<file path="src/rtl/caf_peak_select_if.sv">
// caf_peak_select_if
//   Bundles the result-set input handshake, the detection threshold and the
//   peak-result output handshake of caf_peak_select.
//   slave  : the peak selector's view (accepts sets, produces results)
//   master : the upstream/downstream view (supplies sets, consumes results)
// Signals:
//   m_axis_tvalid / s_axis_tready        result-set handshake
//   m_axis_mag, m_axis_index, threshold  per-bin magnitudes, lags, threshold
//   s_axis_tvalid / m_axis_tready        peak-result handshake
//   s_axis_peak_freq/index/mag, s_axis_detect  peak result word
// Handshake rule: a transfer happens on a rising clk edge where valid and
// ready are both high; a source holds its payload stable while valid is high
// and ready is low, and never waits on ready before raising valid.
interface caf_peak_select_if #(
    parameter int foa_len      = 8,
    parameter int foa_len_bits = 3,
    parameter int mag_bits     = 24,
    parameter int index_bits   = 10
);
    logic                           m_axis_tvalid;
    logic                           s_axis_tready;
    logic [foa_len*mag_bits-1:0]    m_axis_mag;
    logic [foa_len*index_bits-1:0]  m_axis_index;
    logic [mag_bits-1:0]            threshold;
    logic                           s_axis_tvalid;
    logic                           m_axis_tready;
    logic [foa_len_bits-1:0]        s_axis_peak_freq;
    logic [index_bits-1:0]          s_axis_peak_index;
    logic [mag_bits-1:0]            s_axis_peak_mag;
    logic                           s_axis_detect;

    modport slave (
        input  m_axis_tvalid, m_axis_mag, m_axis_index, threshold, m_axis_tready,
        output s_axis_tready, s_axis_tvalid, s_axis_peak_freq, s_axis_peak_index,
               s_axis_peak_mag, s_axis_detect
    );

    modport master (
        output m_axis_tvalid, m_axis_mag, m_axis_index, threshold, m_axis_tready,
        input  s_axis_tready, s_axis_tvalid, s_axis_peak_freq, s_axis_peak_index,
               s_axis_peak_mag, s_axis_detect
    );
endinterface

</file>
<file path="src/rtl/caf_peak_select.sv">
// caf_peak_select
//   FIND_MAX stage after the CAF correlator. Latches one complete set of
//   per-bin peaks, scans the bins one per cycle for the global maximum
//   (ties keep the lower bin) and presents bin, lag, magnitude and a
//   detect flag (magnitude > threshold) as a single result beat.
// Ports:
//   clk        rising-edge clock
//   rst_n      asynchronous active-low reset
//   bus        caf_peak_select_if.slave (input set + threshold, result)
//   dbg_state  current FSM state (0 IDLE, 1 SCAN, 2 OUTPUT)
module caf_peak_select #(
    parameter int foa_len      = 8,
    parameter int foa_len_bits = 3,
    parameter int mag_bits     = 24,
    parameter int index_bits   = 10
) (
    input  logic                 clk,
    input  logic                 rst_n,
    caf_peak_select_if.slave     bus,
    output logic [1:0]           dbg_state
);

    typedef enum logic [1:0] {
        IDLE   = 2'd0,
        SCAN   = 2'd1,
        OUTPUT = 2'd2
    } state_t;

    localparam logic [foa_len_bits-1:0] last_ptr = foa_len_bits'(foa_len - 1);

    state_t                  state, state_next;
    logic [mag_bits-1:0]     mag_arr [foa_len];
    logic [index_bits-1:0]   idx_arr [foa_len];
    logic [mag_bits-1:0]     thr_q;
    logic [mag_bits-1:0]     best_mag;
    logic [index_bits-1:0]   best_index;
    logic [foa_len_bits-1:0] best_bin;
    logic [foa_len_bits-1:0] ptr;
    logic                    tready_q, tvalid_q, detect_q;
    logic [foa_len_bits-1:0] peak_freq;
    logic [index_bits-1:0]   peak_index;
    logic [mag_bits-1:0]     peak_mag;

    logic                    accept, scan_last;
    logic                    take;
    logic [mag_bits-1:0]     win_mag;
    logic [index_bits-1:0]   win_index;
    logic [foa_len_bits-1:0] win_bin;

    // Next-state logic and handshake strobes.
    always_comb begin
        state_next = state;
        accept     = 1'b0;
        scan_last  = 1'b0;
        case (state)
            IDLE: begin
                if (bus.m_axis_tvalid && tready_q) begin
                    accept     = 1'b1;
                    // A single bin needs no scan: bin 0 is the answer.
                    state_next = (foa_len == 1) ? OUTPUT : SCAN;
                end
            end
            SCAN: begin
                if (ptr == last_ptr) begin
                    scan_last  = 1'b1;
                    state_next = OUTPUT;
                end
            end
            OUTPUT: begin
                if (tvalid_q && bus.m_axis_tready) begin
                    state_next = IDLE;
                end
            end
            default: state_next = IDLE;
        endcase
    end

    // Strictly-greater replacement keeps the lower bin on ties.
    always_comb begin
        take      = mag_arr[ptr] > best_mag;
        win_mag   = take ? mag_arr[ptr] : best_mag;
        win_index = take ? idx_arr[ptr] : best_index;
        win_bin   = take ? ptr          : best_bin;
    end

    always_ff @(posedge clk or negedge rst_n) begin
        if (!rst_n) begin
            state <= IDLE;
        end else begin
            state <= state_next;
        end
    end

    always_ff @(posedge clk or negedge rst_n) begin
        if (!rst_n) begin
            for (int k = 0; k < foa_len; k++) begin
                mag_arr[k] <= '0;
                idx_arr[k] <= '0;
            end
            thr_q      <= '0;
            best_mag   <= '0;
            best_index <= '0;
            best_bin   <= '0;
            ptr        <= '0;
            tready_q   <= 1'b0;
            tvalid_q   <= 1'b0;
            detect_q   <= 1'b0;
            peak_freq  <= '0;
            peak_index <= '0;
            peak_mag   <= '0;
        end else begin
            // Ready is registered: high exactly while the next state is IDLE.
            tready_q <= (state_next == IDLE);

            if (accept) begin
                for (int k = 0; k < foa_len; k++) begin
                    mag_arr[k] <= bus.m_axis_mag[k*mag_bits +: mag_bits];
                    idx_arr[k] <= bus.m_axis_index[k*index_bits +: index_bits];
                end
                thr_q      <= bus.threshold;
                best_mag   <= bus.m_axis_mag[mag_bits-1:0];
                best_index <= bus.m_axis_index[index_bits-1:0];
                best_bin   <= '0;
                ptr        <= foa_len_bits'(1);
                if (foa_len == 1) begin
                    peak_freq  <= '0;
                    peak_index <= bus.m_axis_index[index_bits-1:0];
                    peak_mag   <= bus.m_axis_mag[mag_bits-1:0];
                    detect_q   <= bus.m_axis_mag[mag_bits-1:0] > bus.threshold;
                    tvalid_q   <= 1'b1;
                end
            end

            if (state == SCAN) begin
                best_mag   <= win_mag;
                best_index <= win_index;
                best_bin   <= win_bin;
                if (scan_last) begin
                    peak_freq  <= win_bin;
                    peak_index <= win_index;
                    peak_mag   <= win_mag;
                    detect_q   <= win_mag > thr_q;
                    tvalid_q   <= 1'b1;
                end else begin
                    ptr <= ptr + 1'b1;
                end
            end

            if (state == OUTPUT && tvalid_q && bus.m_axis_tready) begin
                tvalid_q <= 1'b0;
            end
        end
    end

    assign bus.s_axis_tready     = tready_q;
    assign bus.s_axis_tvalid     = tvalid_q;
    assign bus.s_axis_peak_freq  = peak_freq;
    assign bus.s_axis_peak_index = peak_index;
    assign bus.s_axis_peak_mag   = peak_mag;
    assign bus.s_axis_detect     = detect_q;
    assign dbg_state             = state;

endmodule

</file>
<file path="src/flat_wrapper.sv">
// flat-port wrapper written by rule: the top's interface ports become plain ports
module caf_peak_select_flat 
#(
    parameter int foa_len      = 8,
    parameter int foa_len_bits = 3,
    parameter int mag_bits     = 24,
    parameter int index_bits   = 10
)
  (clk, rst_n, dbg_state, bus_m_axis_tvalid, bus_m_axis_mag, bus_m_axis_index, bus_threshold, bus_m_axis_tready, bus_s_axis_tready, bus_s_axis_tvalid, bus_s_axis_peak_freq, bus_s_axis_peak_index, bus_s_axis_peak_mag, bus_s_axis_detect);
  caf_peak_select_if #(.foa_len(foa_len), .foa_len_bits(foa_len_bits), .mag_bits(mag_bits), .index_bits(index_bits)) bus_i ();
  input  logic clk;
  input  logic rst_n;
  output logic [1:0] dbg_state;
  input wire logic [$bits(bus_i.m_axis_tvalid)-1:0] bus_m_axis_tvalid;
  input wire logic [$bits(bus_i.m_axis_mag)-1:0] bus_m_axis_mag;
  input wire logic [$bits(bus_i.m_axis_index)-1:0] bus_m_axis_index;
  input wire logic [$bits(bus_i.threshold)-1:0] bus_threshold;
  input wire logic [$bits(bus_i.m_axis_tready)-1:0] bus_m_axis_tready;
  output wire logic [$bits(bus_i.s_axis_tready)-1:0] bus_s_axis_tready;
  output wire logic [$bits(bus_i.s_axis_tvalid)-1:0] bus_s_axis_tvalid;
  output wire logic [$bits(bus_i.s_axis_peak_freq)-1:0] bus_s_axis_peak_freq;
  output wire logic [$bits(bus_i.s_axis_peak_index)-1:0] bus_s_axis_peak_index;
  output wire logic [$bits(bus_i.s_axis_peak_mag)-1:0] bus_s_axis_peak_mag;
  output wire logic [$bits(bus_i.s_axis_detect)-1:0] bus_s_axis_detect;
  assign bus_i.m_axis_tvalid = bus_m_axis_tvalid;
  assign bus_i.m_axis_mag = bus_m_axis_mag;
  assign bus_i.m_axis_index = bus_m_axis_index;
  assign bus_i.threshold = bus_threshold;
  assign bus_i.m_axis_tready = bus_m_axis_tready;
  assign bus_s_axis_tready = bus_i.s_axis_tready;
  assign bus_s_axis_tvalid = bus_i.s_axis_tvalid;
  assign bus_s_axis_peak_freq = bus_i.s_axis_peak_freq;
  assign bus_s_axis_peak_index = bus_i.s_axis_peak_index;
  assign bus_s_axis_peak_mag = bus_i.s_axis_peak_mag;
  assign bus_s_axis_detect = bus_i.s_axis_detect;
  caf_peak_select #(.foa_len(foa_len), .foa_len_bits(foa_len_bits), .mag_bits(mag_bits), .index_bits(index_bits)) u_core (.clk(clk), .rst_n(rst_n), .bus(bus_i), .dbg_state(dbg_state));
endmodule
</file>
<file path="config.mk">
export PLATFORM = sky130hd
export DESIGN_NAME = caf_peak_select_flat
export DESIGN_NICKNAME = d
export VERILOG_FILES = /design/src/rtl/caf_peak_select_if.sv /design/src/rtl/caf_peak_select.sv /design/src/flat_wrapper.sv
export SDC_FILE = /design/constraint.sdc
export NUM_CORES = 1
export LEC_CHECK = 0
export CAP_MARGIN = 25
export CELL_PAD_IN_SITES_DETAIL_PLACEMENT = 1
export CELL_PAD_IN_SITES_GLOBAL_PLACEMENT = 2
export CORE_UTILIZATION = 32
export DETAILED_ROUTE_END_ITERATION = 8
export PLACE_DENSITY_LB_ADDON = 0.25
export RECOVER_POWER = 25
export SYNTH_ARGS = -nofsm -noshare
export SYNTH_HDL_FRONTEND = slang
export SYNTH_SLANG_ARGS = --single-unit
</file>
<file path="constraint.sdc">
create_clock -name clk -period 6.01 [get_ports clk]
set_clock_uncertainty 0.2 [all_clocks]
set_input_delay 1.202 -clock clk [delete_from_list [all_inputs] [get_ports clk]]
set_output_delay 1.202 -clock clk [all_outputs]
set_load 0.01 [all_outputs]
</file>
== After elaboration in Yosys (flattened, before gate mapping) ==
Cells that the tools add are included.

* $add $sub $neg: 1
* $lt $le $gt $ge: 3
* Equal/unequal tests: 3
* Mux-type cells: 29
* Bitwise operators: 1
* Reductions and logical operators: 11

{| class="wikitable"
|+ Operators by type and width
! operator !! count
|-
| $mux 24 || 5
|-
| $bmux 24 s3 || 1
|-
| $mux 10 || 5
|-
| $gt 24x24->1 || 2
|-
| $bmux 10 s3 || 1
|-
| $mux 3 || 6
|-
| $mux 1 || 7
|-
| $mux 2 || 3
|-
| $pmux 2 s3 || 1
|-
| $reduce_bool 2->1 || 3
|-
| $ge 4x4->1 const B || 1
|-
| $logic_and 1x1->1 || 4
|-
| $logic_not 2->1 || 2
|-
| $not 3->4 || 1
|-
| $reduce_and 2->1 || 2
|-
| $add 3x1->3 const B || 1
|-
| $eq 3x3->1 const B || 1
|-
| $eq 2x1->1 const B || 1
|-
| $eq 2x2->1 const B || 1
|}

* Register bits after elaboration: 378
* Bits of input ports: 300
* Output and inout port bits: 42
* Word-level logic and storage cells: 76

== Depth between registers and ports, before layout ==
Gate-level depths: netlist (run 1).

* Word-level depth: 7
* Gate-level depth with buffers: 22
* Depth with buffers taken out: 17

== Worst setup path before layout (run 1) ==
Ideal clock, no wire load.

* Path type: reg2reg
* Start point: register u_core.ptr[0]
* End point: register u_core.detect_q, in the netlist u_core.bus.s_axis_detect
* Library setup time: 121 ps
* Arrival: 4891 ps
* Required time: 5689 ps
* Setup slack: 798 ps
* Cell stages (with the launch flop): 23
* Buffers on the path: 5
* Clock period less this slack: 5212 ps
* Path through: dfrtp_1 clkbuf_1 buf_2 mux4_2 mux2i_1 inv_1 ha_1 nand4_1 or4_1 buf_4 nor2_4 a31oi_1 buf_2 buf_2 nor3_1 a21oi_1 ha_1 a21o_1 a21o_1 a21oi_1 a2bb2oi_1 nand3_1 a22o_1

* Longest elaborated chain between the ends: 7
* Elaborated cells between the ends (all ways): 11
* Classes of those cells: 2 x order compare; 1 x eq/ne; 6 x mux; 1 x bitwise; 1 x reduce/logical

{| class="wikitable"
|+ Ends and longest elaborated chain
! item !! line !! source
|-
| start: declaration || caf_peak_select.sv:38 || <nowiki>logic [foa_len_bits-1:0] ptr;</nowiki>
|-
| start signal: assignment || caf_peak_select.sv:124 || <nowiki>ptr <= foa_len_bits'(1);</nowiki>
|-
| start signal: assignment || caf_peak_select.sv:145 || <nowiki>ptr <= ptr + 1'b1;</nowiki>
|-
| $not 3->4 (not written as such) * || caf_peak_select.sv:80, caf_peak_select.sv:81 ||
|-
| $bmux 24 s3 * || caf_peak_select.sv:80, caf_peak_select.sv:81 ||
|-
| $mux 24 (not written as such) * (2 in series) || caf_peak_select.sv:80, caf_peak_select.sv:81 ||
|-
| $gt 24x24->1 || caf_peak_select.sv:80 || <nowiki>take = mag_arr[ptr] > best_mag;</nowiki>
|-
| $mux 24 * || caf_peak_select.sv:81 || <nowiki>win_mag = take ? mag_arr[ptr] : best_mag;</nowiki>
|-
| net u_core.win_mag[17] || caf_peak_select.sv:46 || <nowiki>logic [mag_bits-1:0] win_mag;</nowiki>
|-
| $gt 24x24->1 * || caf_peak_select.sv:142 || <nowiki>detect_q <= win_mag > thr_q;</nowiki>
|-
| end signal: assignment || caf_peak_select.sv:129 || <nowiki>detect_q <= bus.m_axis_mag[mag_bits-1:0] > bus.threshold;</nowiki>
|-
| end signal: assignment || caf_peak_select.sv:142 ||
|-
| end: declaration || caf_peak_select.sv:39 || <nowiki>logic tready_q, tvalid_q, detect_q;</nowiki>
|}

Mark *: on every way through the listed nets, which the timed path passes. The rest lies on a longest branch. The select of a mux whose other input is x is not followed.
A chain may end at the register's enable or synchronous reset.

== Final worst setup path (run 1) ==
Same ends and word-level chain as after synthesis.

==> run summary, run 1 <==
Die Y -> 241 microns
Port-buffer cells -> 341
Leak -> 11.8 nW
Worst Path Arrival -> 5.88 ns
HPWL reported at the end of detailed placement -> 47300 microns
Slowest cell on crit path -> or4_4
worst hold-check path type -> reg2reg
Synth warnings -> 0
Net Sw Frac -> 20.9%
fin nets -> 2652
WL/cell -> 20.9 microns
GR Overflow Total -> 0
MaxCap Viol Count -> 3
Psw -> 1.17 mW
Worst Setup End Kind -> register
CP Class -> reg2reg
Die Area -> 0.0583 sq mm
Critical Path Start Type -> register
Crit path top cell by count -> buf_4
Mean Syn Cell Area -> 9.22 sq um
top-level I/O count -> 342
CTS root buf -> clkbuf_16
max incr delay on CP -> 0.66 ns
crit path cell chain -> buf_4, mux4_2, mux2i_1, buf_4, inv_1, ha_1, nand4_1, or4_4, a21o_4, a21oi_4, buf_4, a21oi_1, ha_1, nand4_1, nor4_1, o31ai_1, nand3_1, a22o_1
largest net degree at the start of global routing -> 158
first-pass detailed-route iteration total -> 5
RSZ-0062 raised after global routing -> false
Period Utilization, post-route -> 92.8%
CTS sink cnt -> 378
most frequent cells in the layout -> 884 x nand2_1, 375 x dfrtp_1, 340 x clkdlybuf4s50_1
final hold vios -> 0
DRC viols -> 0
Distinct cells, synth -> 42
vias in the first global route -> 16300
setup violators final -> 0
GPL Wtd Cong -> 0.837
Pwr Density -> 231 mW/mm^2
crit path max fanout -> 22
Worst Tran Pin Value -> 2.69 ns
ANT nets after route -> 0
DR iter-0 viols -> 1085
most common cell after layout, fill and taps aside -> nand2_1
post-layout power -> 5.60 mW
clk slew on worst S/H paths -> 0.06 ns
Syn Inst Count -> 1991
vias -> 15400
CTS tree -> built
DR vias/cell -> 4.98
Synth Register Bits -> 378
Slew headroom -> -79.4%
maximum vdd drop -> 0.168 mV
layout cells sized above 1 -> 9.04%
Clock power frac -> 49.9%
Max Transition Viols Final -> 321
total CTS buffers -> 44
maximum clock insertion buffer count -> 3
initial antenna violation count -> 3
Core Area -> 0.0565 sq mm
starting density of the core -> 32.5%
Comb pwr share -> 4.6%
Mapped Area -> 0.0183 sq mm
die width -> 241 microns
first-pass GRT wire length -> 99300 microns
Cell Int Power -> 4.43 mW
setup_tns -> 0 ns
Rows -> 87
layout overhead on the synthesized area -> 32.1%
status -> complete, but fails checks
min cycle time layout -> 5.58 ns
failing checks -> max-capacitance violations, max-slew violations
Reg power frac -> 45.5%
clock latency at the later pin of the worst-skew pair -> 0.56 ns
overall routing resource usage -> 22.5%
H-tree depth -> 2
Post-Syn Nets -> 2341
Seq/Total Area, Yosys -> 51.6%
worst endpoint required time -> 6.31 ns
FILL cells -> 6363
WL final -> 64700 microns
maximum clock rate -> 179 MHz
hold_buf cts -> 0
## power by group through the flow
stage                     registers [mW]  clock network, mW  logic, mW
final                               2.55               2.79      0.260
after global placement              2.59                  0      0.268
after detailed placement            2.59                  0      0.269
after CTS                           2.54               2.87      0.271
after global routing                2.54               2.95      0.282
after floorplan                     2.59                  0    0.00233
## kinds of logic (layout without fill, tap and decap cells)
| kind of cell | after synthesis | after routing | share of synthesized area (%) |
|---|---|---|---|
| AND/OR/NAND/NOR | 1038 | 1038 | 22.2 |
| flip-flops | 378 | 378 | 51.6 |
| AO/OA/AOI/OAI | 215 | 215 | 7.95 |
| buffers and inverters | 205 | 549 | 4.49 |
| multiplexers | 105 | 105 | 10.4 |
| adder cells (fa/ha/maj) | 50 | 50 | 3.41 |
| other | 0 | 2 | 0 |
## flip-flops by register name, indices dropped and copies added (netlist names)
signal	count
u_core.best_mag	24
u_core.idx_arr	80
u_core.bus.s_axis_peak_mag	24
u_core.best_index	10
u_core.best_bin	3
u_core.bus.s_axis_peak_index	10
u_core.dbg_state	2
u_core.mag_arr	192
u_core.bus.s_axis_detect	1
u_core.bus.s_axis_tready	1
u_core.bus.s_axis_tvalid	1
u_core.bus.s_axis_peak_freq	3
u_core.thr_q	24
u_core.ptr	3
## worst max-delay path: cells and delay by family (launching register included)
| kind | cells | cell delay [ns] |
|---|---|---|
| AO/OA/AOI/OAI | 5 | 1.15 |
| adder cells (fa/ha/maj) | 2 | 0.62 |
| buffers and inverters | 4 | 0.79 |
| flip-flops | 1 | 0.53 |
| multiplexers | 2 | 0.71 |
| AND/OR/NAND/NOR | 5 | 1.49 |
## Yosys cell counts, drive strengths merged
| library cell | n | area (sq um) |
|---|---|---|
| a211o | 1 | 8.76 |
| a211oi | 26 | 220 |
| a21o | 8 | 67.6 |
| a21oi | 50 | 269 |
| a221o | 3 | 30.0 |
| a221oi | 1 | 8.76 |
| a22o | 3 | 26.3 |
| a2bb2oi | 1 | 8.76 |
| a31oi | 1 | 6.26 |
| and2 | 1 | 6.26 |
| and3 | 3 | 18.8 |
| buf | 25 | 148 |
| clkbuf | 106 | 398 |
| dfrtp | 378 | 9460 |
| ha | 50 | 626 |
| inv | 74 | 278 |
| mux2 | 3 | 33.8 |
| mux2i | 34 | 340 |
| mux4 | 68 | 1530 |
| nand2 | 884 | 3320 |
| nand2b | 2 | 12.5 |
| nand3 | 4 | 20.0 |
| nand4 | 12 | 75.1 |
| nor2 | 71 | 274 |
| nor2b | 4 | 25.0 |
| nor3 | 26 | 130 |
| nor4 | 28 | 175 |
| o211ai | 43 | 323 |
| o21ai | 54 | 282 |
| o311ai | 23 | 201 |
| o31ai | 1 | 7.51 |
| or2 | 1 | 6.26 |
| or4 | 2 | 15.0 |
## final timing paths
kind | start | to | slack (ns) | cells after the start
max | u_core.ptr[0]$_DFF_PN0_ | u_core.bus.s_axis_detect$_DFFE_PN0P_ | 0.43 | 18
min | u_core.idx_arr[59]$_DFFE_PN0P_ | u_core.idx_arr[59]$_DFFE_PN0P_ | 0.27 | 2
max reg2reg | u_core.ptr[0]$_DFF_PN0_ | u_core.bus.s_axis_detect$_DFFE_PN0P_ | 0.43 | 18
min reg2reg | u_core.idx_arr[59]$_DFFE_PN0P_ | u_core.idx_arr[59]$_DFFE_PN0P_ | 0.27 | 2
max in group asynchronous | rst_n | u_core.mag_arr[86]$_DFFE_PN0P_ | 0.97 | 2
min in group asynchronous | rst_n | u_core.bus.s_axis_peak_mag[8]$_DFFE_PN0P_ | 1.22 | 1
## routing by layer
metal | track usage [%] | vias to the layer above | wire [microns]
li1 | - | 7234 | -
met2 | 33.2 | 385 | 28400
met1 | 34.0 | 7716 | 31600
met5 | 0 | - | 0
met4 | 6.04 | 0 | 1440
met3 | 3.68 | 80 | 3300
## area by class of cell
cell class / count / area (sq um) / share of cell area (%)
diodes: 2 / 5.00 / 0.0207
inverters: 74 / 278 / 1.15
flip-flops and latches: 378 / 9470 / 39.1
clock inverters: 9 / 148 / 0.609
repair buffers: 396 / 3910 / 16.1
well taps: 756 / 946 / 3.90
clock buffers: 70 / 1360 / 5.61
multi-input cells: 1408 / 8120 / 33.5
## per-stage QoR
| stage | instance area (sq um) | hold slack (ns) | setup WS [ns] | std cells | util (%) |
|---|---|---|---|---|---|
| finish | 24200 | 0.267 | 0.432 | 3093 | 42.9 |
| global route | 24200 | 0.290 | 0.0351 | 3093 | 42.9 |
| CTS | 24200 | 0.272 | 0.248 | 3090 | 42.9 |
| detailed placement | 22700 | 0.262 | 0.274 | 3011 | 40.2 |
| global placement | 22700 | 0.254 | 0.467 | 3010 | 40.2 |
| floorplan | 18300 | 0.240 | 0.798 | 1991 | - |
## timing repair
action / 4_1_cts / 5_1_grt
gates resized for setup: 0 / 1
endpoints found under the hold margin: 0 / 0
buffers inserted: 0 / 1
setup endpoints to repair: 0 / 1
Note: power is estimated with default switching activity, not from simulation.
==> inputs of run 2 (changes only) <==
Settings changed: CAP_MARGIN 25 to unset.
Clock period 6.01 ns to 6 ns, I/O delays scaled along.
==> run 2 against run 1 <==
The run still ends with max-capacitance violations, max-slew violations left. Cell count is 0.13% higher. Sequential cell count did not move. Critical path depth decreased by 1. Total power grew 2.1%. Clock power increased by 4%. Fmax is 2.3% lower. Combinational power hardly changed. Sequential power hardly changed. Worst hold slack about the same. Die area is the same. Register-to-register slack worse by 0.14 ns. Critical path type unchanged. Critical endpoint unchanged. Largest cell class unchanged.
==> run summary, run 2 (synthesis gave the netlist of run 1 again) <==
Leak -> 11.9 nW
Largest delay share family, worst path -> compound AO/OA/AOI/OAI gates
most frequent cells in the layout -> 884 x nand2_1, 375 x dfrtp_1, 340 x clkdlybuf4s50_1
CTS tree -> built
final hold vios -> 0
Slowest cell on crit path -> dfrtp_4
max reg flops -> 192
layout overhead on the synthesized area -> 32.4%
DR iter-0 viols -> 1031
Final Core Density -> 43.0%
clock latency at the later pin of the worst-skew pair -> 0.58 ns
CP Class -> reg2reg
HPWL reported at the end of detailed placement -> 47400 microns
setup_tns -> 0 ns
sink of the worst hold path -> u_core.idx_arr[13]$_DFFE_PN0P_
largest net degree at the start of global routing -> 250
Rows -> 87
status -> complete, but fails checks
vias in the first global route -> 16500
Worst Reg-to-Reg Cells -> 17
worst hold stages -> 2
Die Y -> 241 microns
Pwr Density -> 235 mW/mm^2
initial antenna violation count -> 4
setup violators final -> 0
DRC viols -> 0
DR vias/cell -> 5.00
Worst Setup End Kind -> register
layout cells sized above 1 -> 9.19%
CTS sink cnt -> 378
max incr delay on CP -> 0.75 ns
Critical Path Start Type -> register
fin nets -> 2655
min cycle time layout -> 5.71 ns
vias -> 15500
Core Area -> 0.0565 sq mm
worst hold-check path type -> reg2reg
most common cell after layout, fill and taps aside -> nand2_1
WL/cell -> 21.0 microns
RSZ-0062 raised after global routing -> false
post-route design area -> 0.0243 sq mm
crit path cell chain -> buf_4, mux4_2, mux2i_1, buf_4, inv_1, ha_1, nand4_1, or4_1, a21o_4, a21oi_2, a21oi_1, ha_1, nand2_1, o21ai_0, a221oi_1, nand3_1, a22o_1
CTS root buf -> clkbuf_16
first-pass GRT wire length -> 98900 microns
ANT nets after route -> 0
hold path start -> u_core.idx_arr[13]$_DFFE_PN0P_
Period Utilization, post-route -> 95.1%
Placed Cells -> 3013
GPL Wtd Cong -> 0.838
Reg-to-Reg End -> u_core.bus.s_axis_detect$_DFFE_PN0P_
reg-to-reg slack, setup -> 0.29 ns
FILL cells -> 6391
DP Area -> 0.0227 sq mm
Slew headroom -> -142%
maximum vdd drop -> 0.183 mV
Non-Filler Instances -> 3097
maximum clock rate -> 175 MHz
clk slew on worst S/H paths -> 0.06 ns
Worst Tran Pin Value -> 3.63 ns
failing checks -> max-capacitance violations, max-slew violations
Max Transition Viols Final -> 194
Post-CTS Setup Bufs -> 0
Most flops, register -> u_core.mag_arr
crit path max fanout -> 34
Regs by FF count -> u_core.mag_arr x192, u_core.idx_arr x80
starting density of the core -> 32.5%
Die Area -> 0.0583 sq mm
first-pass detailed-route iteration total -> 5
hold_buf cts -> 0
worst endpoint required time -> 6.25 ns
overall routing resource usage -> 22.5%
top-level I/O count -> 342
worst r2r src -> u_core.ptr[1]$_DFF_PN0_
die width -> 241 microns
GR Overflow Total -> 0
MaxCap Viol Count -> 2
WL final -> 65100 microns
maximum clock insertion buffer count -> 3
total CTS buffers -> 44
WP buf/inv -> 3
Port-buffer cells -> 341
Worst Path Arrival -> 5.96 ns
H-tree depth -> 2
-- run 2: cell types whose count changed in the layout (fill, tap and decap cells not counted), moves of 2 or more --
cell,delta
buf_12,-2
buf_4,+4
bufinv_16,+3
clkbuf_1,-2
clkbuf_8,-6
clkinv_2,+5
-- run 2: final cells by class --
class,instances,area (sq um),area share (%)
inverters,74,278,1.14
well taps,756,946,3.89
diodes,2,5.00,0.0206
clock inverters,17,272,1.12
flip-flops and latches,378,9470,39.0
clock buffers,63,1290,5.33
multi-input cells,1410,8140,33.5
repair buffers,397,3890,16.0
-- run 2: worst min-delay path, cell delays in order, from the launching register on --
cell	delay, ns
dfrtp_1	0.34
nand2_1	0.05
nand2_1	0.05
-- run 2: stage by stage --
| stage | power [mW] | worst slack (ns) | hold WS [ns] |
|---|---|---|---|
| 4_1_cts | 5.81 | 0.216 | 0.272 |
| 2_1_floorplan | 2.60 | 0.788 | 0.240 |
| 3_3_place_gp | 2.87 | 0.462 | 0.254 |
| 6_report | 5.72 | 0.293 | 0.267 |
| 5_1_grt | 5.90 | 0.0775 | 0.288 |
| 3_5_place_dp | 2.87 | 0.229 | 0.258 |
-- run 2: metal layers --
| layer | share of wire (%) | GRT usage, % | wire, microns |
|---|---|---|---|
| met1 | 49 | 34.4 | 32000 |
| met2 | 44 | 33.1 | 28600 |
| met3 | 5.0 | 3.37 | 3270 |
| met4 | 1.9 | 6.00 | 1230 |
| met5 | 0 | 0 | 0 |
-- run 2: how the worst max path moves through the flow --
stage / start / end / slack [ns] / cells after the start
after floorplan: u_core.ptr[0]$_DFF_PN0_ / u_core.bus.s_axis_detect$_DFFE_PN0P_ / 0.79 / 22
after global placement: u_core.ptr[1]$_DFF_PN0_ / u_core.bus.s_axis_detect$_DFFE_PN0P_ / 0.46 / 17
after detailed placement: u_core.ptr[1]$_DFF_PN0_ / u_core.bus.s_axis_detect$_DFFE_PN0P_ / 0.23 / 17
after CTS: u_core.ptr[1]$_DFF_PN0_ / u_core.bus.s_axis_detect$_DFFE_PN0P_ / 0.22 / 17
after global routing: u_core.ptr[1]$_DFF_PN0_ / u_core.bus.s_axis_detect$_DFFE_PN0P_ / 0.08 / 18
final: u_core.ptr[1]$_DFF_PN0_ / u_core.bus.s_axis_detect$_DFFE_PN0P_ / 0.29 / 17
-- run 2: timing repair --
action                     4_1_cts  5_1_grt
setup endpoints to repair        0        1
resized for setup                0        0
hold endpoints to repair         0        0
-- run 2: report_power, final --
| part | leakage (nW) | switching [mW] | internal [mW] |
|---|---|---|---|
| clock | 0.776 | 1.11 | 1.80 |
| sequential | 4.96 | 0 | 2.55 |
| combinational | 6.12 | 0.0900 | 0.173 |
| total | 11.9 | 1.20 | 4.52 |
==> inputs of run 3 (changes only) <==
Settings changed: CORE_UTILIZATION 32 to 35, DONT_BUFFER_PORTS set to 1.
==> run 3 against run 2 <==
The run now ends clean. Cell count fell by 14%. Setup slack improved by 0.065 ns. Non-clock buffer count fell by 348. Sequential share of layout area rose by 7.2 points. Die area fell by 8.5%. Count of clock-buffer cells in the layout rose by 1. Largest cell class unchanged.
==> run summary, run 3 (synthesis gave the netlist of run 1 again) <==
Max Transition Viols Final -> 0
Worst Path Arrival -> 5.90 ns
min cycle time layout -> 5.64 ns
layout overhead on the synthesized area -> 11.6%
total CTS buffers -> 43
HPWL reported at the end of detailed placement -> 42900 microns
crit path cell chain -> buf_4, mux4_2, mux2i_1, inv_1, ha_1, nand4_1, or4_1, a21o_4, a21oi_2, buf_4, a21oi_1, ha_1, nand4_1, nor4_1, a21oi_1, a22o_1
CTS sink cnt -> 378
FILL cells -> 5947
cts repair resizes -> 0
max incr delay on CP -> 0.82 ns
maximum clock insertion buffer count -> 3
most common cell after layout, fill and taps aside -> nand2_1
CTS root buf -> clkbuf_16
Pwr Density -> 248 mW/mm^2
hold_ws -> 0.125 ns
Rows -> 83
GPL Wtd Cong -> 0.819
overall routing resource usage -> 22.7%
Largest delay share family, worst path -> simple AND/OR/NAND/NOR gates
maximum vdd drop -> 0.178 mV
most frequent cells in the layout -> 884 x nand2_1, 375 x dfrtp_1, 74 x inv_1
Most flops, register -> u_core.mag_arr
status -> complete, no violations
maximum clock rate -> 177 MHz
layout cells sized above 1 -> 9.75%
top-level I/O count -> 342
WL/cell -> 22.4 microns
Worst Tran Pin Value -> 1.45 ns
initial antenna violation count -> 4
RSZ-0062 raised after global routing -> false
crit path max fanout -> 39
GR Overflow Total -> 0
DRC viols -> 0
Die Y -> 231 microns
H-tree depth -> 2
Regs by FF count -> u_core.mag_arr x192, u_core.idx_arr x80
vias in the first global route -> 14800
Core Area -> 0.0515 sq mm
clock latency at the later pin of the worst-skew pair -> 0.58 ns
WL final -> 59700 microns
max reg flops -> 192
ANT nets after route -> 0
CP Class -> reg2reg
Final Core Density -> 39.8%
DR iter-0 viols -> 828
Port-buffer cells -> 0
final hold vios -> 0
CTS tree -> built
Die Area -> 0.0533 sq mm
clk slew on worst S/H paths -> 0.06 ns
Slowest cell on crit path -> dfrtp_4
Period Utilization, post-route -> 94.0%
worst endpoint required time -> 6.26 ns
vias -> 13900
first-pass GRT wire length -> 91700 microns
largest net degree at the start of global routing -> 379
MaxCap Viol Count -> 0
hold_buf cts -> 0
DR vias/cell -> 5.23
Leak -> 10.4 nW
starting density of the core -> 35.6%
setup_tns -> 0 ns
first-pass detailed-route iteration total -> 5
fin nets -> 2304
worst hold-check path type -> in2async
Worst Setup End Kind -> register
setup violators final -> 0
Slew headroom -> 3.29%
Critical Path Start Type -> register
WP buf/inv -> 3
die width -> 231 microns
[run 3: cell types whose count changed in the layout (fill, tap and decap cells not counted), moves of 2 or more]
cell	previous run	this run
bufinv_16	7	1
diode_2	2	4
clkdlybuf4s50_1	340	0
clkbuf_1	9	13
buf_12	4	6
clkbuf_16	46	44
buf_4	50	42
clkinv_2	9	4
[run 3: worst reg2reg max path: stages (launching register included)]
cell	delay [ns]
dfrtp_4	0.82
buf_4	0.32
mux4_2	0.32
mux2i_1	0.27
inv_1	0.09
ha_1	0.31
nand4_1	0.14
or4_1	0.74
a21o_4	0.31
a21oi_2	0.14
buf_4	0.39
a21oi_1	0.19
ha_1	0.34
nand4_1	0.20
nor4_1	0.42
a21oi_1	0.11
a22o_1	0.21
[run 3: per-stage QoR]
stage                     setup slack [ns]  cells  total power [mW]  cell area (sq um)
after floorplan                      0.788   1991              2.60              18300
after global placement               0.400   2588              2.60              19100
after detailed placement             0.219   2588              2.60              19100
after CTS                            0.196   2659              5.15              20500
after global routing                0.0140   2664              5.24              20500
final                                0.358   2664              5.08              20500
[run 3: per-layer routing]
layer / up-vias / wire [microns] / GRT usage [%]
met2: 302 / 25900 / 32.9
met5: - / 0 / 0
met4: 0 / 826 / 5.11
li1: 6540 / - / -
met1: 7024 / 29700 / 34.6
met3: 59 / 3260 / 4.67
[run 3: layout make-up]
cell class / count / area [sq um] / area share [%]
Sequential cell: 378 / 9470 / 46.2
Tap cell: 680 / 851 / 4.15
Clock inverter: 7 / 75.1 / 0.366
Inverter: 74 / 278 / 1.36
Timing Repair Buffer: 49 / 450 / 2.20
Antenna cell: 4 / 10.0 / 0.0489
Multi-Input combinational cell: 1408 / 8110 / 39.6
Clock buffer: 64 / 1250 / 6.08
[run 3: path summary, 6_finish.rpt]
path,from,to,slack [ns],cells past startpoint
min,rst_n,u_core.thr_q[11]$_DFFE_PN0P_,0.13,0
max,u_core.ptr[1]$_DFF_PN0_,u_core.bus.s_axis_detect$_DFFE_PN0P_,0.36,16
max reg2reg,u_core.ptr[1]$_DFF_PN0_,u_core.bus.s_axis_detect$_DFFE_PN0P_,0.36,16
min in group clk,u_core.mag_arr[109]$_DFFE_PN0P_,u_core.mag_arr[109]$_DFFE_PN0P_,0.27,2
max in group asynchronous,rst_n,u_core.bus.s_axis_peak_mag[3]$_DFFE_PN0P_,4.30,0
min reg2reg,u_core.mag_arr[109]$_DFFE_PN0P_,u_core.mag_arr[109]$_DFFE_PN0P_,0.27,2
[run 3: power breakdown]
part | total [mW] | switching (mW) | internal (mW) | leakage (nW)
logic | 0.00237 | 0.0000868 | 0.00227 | 4.77
registers | 2.55 | 0 | 2.55 | 4.96
clock network | 2.53 | 1.06 | 1.47 | 0.649
[run 3: repair_timing]
item | CTS | global route
setup buffers | 0 | 1
endpoints found under the setup margin | 0 | 1
hold endpoints to repair | 0 | 0
==> patch 1, RTL diff (config.mk and constraints of run 3) <==
`foa_len_bits` is set to 3 in 3 places; all go to 6.
--- a/src/rtl/caf_peak_select_if.sv
+++ b/src/rtl/caf_peak_select_if.sv
@@ -13,7 +13,7 @@
 // and ready is low, and never waits on ready before raising valid.
 interface caf_peak_select_if #(
     parameter int foa_len      = 8,
-    parameter int foa_len_bits = 3,
+    parameter int foa_len_bits = 6,
     parameter int mag_bits     = 24,
     parameter int index_bits   = 10
 );
--- a/src/rtl/caf_peak_select.sv
+++ b/src/rtl/caf_peak_select.sv
@@ -10,7 +10,7 @@
 //   dbg_state  current FSM state (0 IDLE, 1 SCAN, 2 OUTPUT)
 module caf_peak_select #(
     parameter int foa_len      = 8,
-    parameter int foa_len_bits = 3,
+    parameter int foa_len_bits = 6,
     parameter int mag_bits     = 24,
     parameter int index_bits   = 10
 ) (
--- a/src/flat_wrapper.sv
+++ b/src/flat_wrapper.sv
@@ -2,7 +2,7 @@
 module caf_peak_select_flat 
 #(
     parameter int foa_len      = 8,
-    parameter int foa_len_bits = 3,
+    parameter int foa_len_bits = 6,
     parameter int mag_bits     = 24,
     parameter int index_bits   = 10
 )
Ports: changed (resized bus_s_axis_peak_freq); port bits go from 342 to 345. No check against the original RTL was run, so the function may have changed too.
==> patch 1 against run 3 <==
Worst setup slack better by 0.076 ns. Sequential cell count up 9. Power rose by 7.4%. Count of clock-buffer cells in the layout grew 8. Area after synthesis increased by 0.17%. First-iteration DRC count is 27% higher. Routed wire length up 0.66%. Die area grew 0.17%. Cell count is 3.8% lower. Design area grew 0.75%. Critical path type unchanged.
==> patch 1: results <==
{
  "grtUsageTotal_pct": 22.7,
  "dpl_cell_area_um2": 19100,
  "synth_fa_ha_area_share_pct": 3.34,
  "intPower_w": 0.00432,
  "status": "completed",
  "synth_common_cells": "831 x nand2_1, 387 x dfrtp_1, 74 x clkbuf_1",
  "slowest_delay_ns": 0.63,
  "synth-xor-area-share_pct": 0.0477,
  "drt-wirelength-per-cell_um": 23.4,
  "yosysUniqueCellTypes": 46,
  "met3_length_um": 3240,
  "final-seq-area_um2": 9690,
  "layout-drive-gt1-share_pct": 11.0,
  "p_seq_w": 0.00261,
  "antenna_found_initial": 6,
  "use_met3_pct": 4.44,
  "inv_count": 50,
  "fillers": 5719,
  "drt_iter0_markers": 1050,
  "clkCellAreaFrac_pct": 7.45,
  "dp.cells": 2477,
  "nonClockBufferCount": 28,
  "muxShareOfSynthArea_pct": 10.3,
  "fin_area_um2": 20600,
  "place_congestion": 0.855,
  "grt_max_degree": 388,
  "power_w": 0.00546,
  "p_leak_nw": 11.1,
  "gr-usage-met1_pct": 35.5,
  "synth_compound_area_share_pct": 9.21,
  "clock_buffer_count": 72,
  "grt_pass1_vias": 14000,
  "cp_max_fo": 16,
  "grt_pass1_wl_um": 90600,
  "ys_top_cells_by_area": "dfrtp_1 53%, nand2_1 17%, mux4_2 8.3%",
  "ir_drop_mv": 0.155,
  "drt-met1-wl_um": 30100,
  "gr-usage-met2_pct": 31.9,
  "place_ws_ns": 0.119,
  "finalNetCount": 2195,
  "tightestPinTransition_ns": 1.45
}
-- patch 1: path summary, 6_finish.rpt --
kind / slack (ns) / start / end
worst max register to register: 0.43 / u_core.ptr[1]$_DFF_PN0_ / u_core.bus.s_axis_detect$_DFFE_PN0P_
max in group asynchronous: 4.31 / rst_n / u_core.thr_q[4]$_DFFE_PN0P_
worst max-delay path: 0.43 / u_core.ptr[1]$_DFF_PN0_ / u_core.bus.s_axis_detect$_DFFE_PN0P_
worst min register to register: 0.27 / u_core.mag_arr[87]$_DFFE_PN0P_ / u_core.mag_arr[87]$_DFFE_PN0P_
worst min-delay path: 0.15 / rst_n / u_core.idx_arr[0]$_DFFE_PN0P_
min in group clk: 0.27 / u_core.mag_arr[87]$_DFFE_PN0P_ / u_core.mag_arr[87]$_DFFE_PN0P_
-- patch 1: timing repair --
item | 4_1_cts | 5_1_grt
resized for setup | 0 | 2
hold buffers | 0 | 0
setup buffers | 0 | 1
setup endpoints to repair | 0 | 1
==> patch 2, RTL diff (settings of run 3) <==
Without the edit above. Register the output `dbg_state` once more; this adds one clock of latency there. The other outputs are not delayed to match.
--- a/src/rtl/caf_peak_select.sv
+++ b/src/rtl/caf_peak_select.sv
@@ -158,7 +158,9 @@
     assign bus.s_axis_peak_index = peak_index;
     assign bus.s_axis_peak_mag   = peak_mag;
     assign bus.s_axis_detect     = detect_q;
-    assign dbg_state             = state;
+    always_ff @(posedge clk) begin
+        dbg_state <= state;
+    end
 
 endmodule
 
Function: changed (Yosys sat finds a counterexample within 4 cycles, from zero or initial values and one cycle with rst_n low).
==> patch 2 against run 3 <==
Power up 7.1%. Worst setup slack worse by 0.098 ns. Largest power group is now the clock network. Sequential cell count up 2. Design area up 2.0%. Non-clock buffer count up 10. First-iteration DRC count up 8.2%. Critical path depth up 3. Count of clock-buffer cells in the layout down 5. Area after synthesis up 0.31%. Routed wire length up 4.2%.
==> patch 2: results <==
{
  "clock_buffer_count": 59,
  "met3_length_um": 3870,
  "layout-drive-gt1-share_pct": 11.3,
  "clkCellAreaFrac_pct": 7.35,
  "diodes": 2,
  "grt_pass1_vias": 15000,
  "place_ws_ns": -0.188,
  "drt_iter0_markers": 896,
  "ys_top_cells_by_area": "dfrtp_1 51%, nand2_1 18%, mux4_2 8.3%",
  "yosysSeqAreaShare_pct": 51.6,
  "cp_max_fo": 17,
  "firstDrtPassIters": 5,
  "die_area_um2": 53500,
  "dpl_cell_area_um2": 19300,
  "rrSetupSlack_ns": 0.26,
  "ir_drop_mv": 0.240,
  "multi_input_area_um2": 8160,
  "slowest_delay_ns": 0.65,
  "synth_common_cells": "886 x nand2_1, 378 x dfrtp_1, 97 x clkbuf_1",
  "cp-startpoint": "u_core.ptr[0]$_DFF_PN0_",
  "status": "completed",
  "gr-usage-met1_pct": 34.9,
  "nMultiInputCombCells": 1408,
  "post_cts_buffers": 1,
  "fin_area_um2": 20900,
  "gr-usage-met2_pct": 34.3,
  "cpMaxStageDelayCell": "or4_4",
  "async_reset_ff_share_pct": 99.5,
  "use_met3_pct": 5.07,
  "nonClockBufferCount": 59,
  "yosysUniqueCellTypes": 49,
  "pwr_density_cell_nw_per_um2": 261,
  "ff2ff_path_depth": 19,
  "wl_met2_um": 27000,
  "finalNetCount": 2319,
  "top_layer": "met5",
  "fillers": 5830,
  "seq_share_pct": 45.5,
  "antenna_found_initial": 6,
  "seq_cell_count": 380,
  "grtUsageTotal_pct": 23.5,
  "drt-met1-wl_um": 30000,
  "cts_resized": 1,
  "buffer_area_share_pct": 2.68,
  "intPower_w": 0.00430,
  "place_congestion": 0.855,
  "hpwlAfterDp_um": 44300,
  "seqPwrFrac_pct": 47.1,
  "tightestPinTransition_ns": 1.49
}
patch 2: logic make-up after synthesis:
family | after synthesis | synth area share [%]
AND/OR/NAND/NOR | 1038 | 22.2
flip-flops | 380 | 51.6
AO/OA/AOI/OAI | 213 | 7.95
buffers and inverters | 205 | 4.51
multiplexers | 105 | 10.4
adder cells (fa/ha/maj) | 50 | 3.40
patch 2: how the worst max path moves through the flow:
| stage | end | slack (ns) | cells past startpoint |
|---|---|---|---|
| detailed placement | u_core.bus.s_axis_detect$_DFFE_PN0P_ | -0.19 | 16 |
| finish | u_core.bus.s_axis_detect$_DFFE_PN0P_ | 0.26 | 19 |
| floorplan | u_core.bus.s_axis_detect$_DFFE_PN0P_ | 0.37 | 20 |
| CTS | u_core.bus.s_axis_detect$_DFFE_PN0P_ | 0.02 | 18 |
| global route | u_core.bus.s_axis_detect$_DFFE_PN0P_ | 0.07 | 18 |
| global placement | u_core.bus.s_axis_detect$_DFFE_PN0P_ | -0.05 | 17 |
patch 2: per-stage QoR:
stage	hold WS [ns]	TNS [ns]	std cells
final	0.108	0	2682
after global routing	0.0865	0	2681
after CTS	0.0920	0	2676
after detailed placement	0.261	-0.188	2595
after global placement	0.252	-0.0495	2595
after floorplan	0.219	0	1991
patch 2: worst reg2reg max path, stage by stage (launching register included):
cell and delay [ns]:
dfrtp_4 0.50, buf_12 0.16, buf_4 0.15, mux4_2 0.43
mux2i_1 0.20, inv_1 0.08, ha_1 0.33, nand4_2 0.18
or4_4 0.65, buf_4 0.21, nor2_4 0.26, a31oi_4 0.16
buf_4 0.31, nor3_1 0.21, a21oi_1 0.09, ha_1 0.31
nand2_1 0.07, or4_1 0.49, or4_1 0.51, o211a_1 0.12
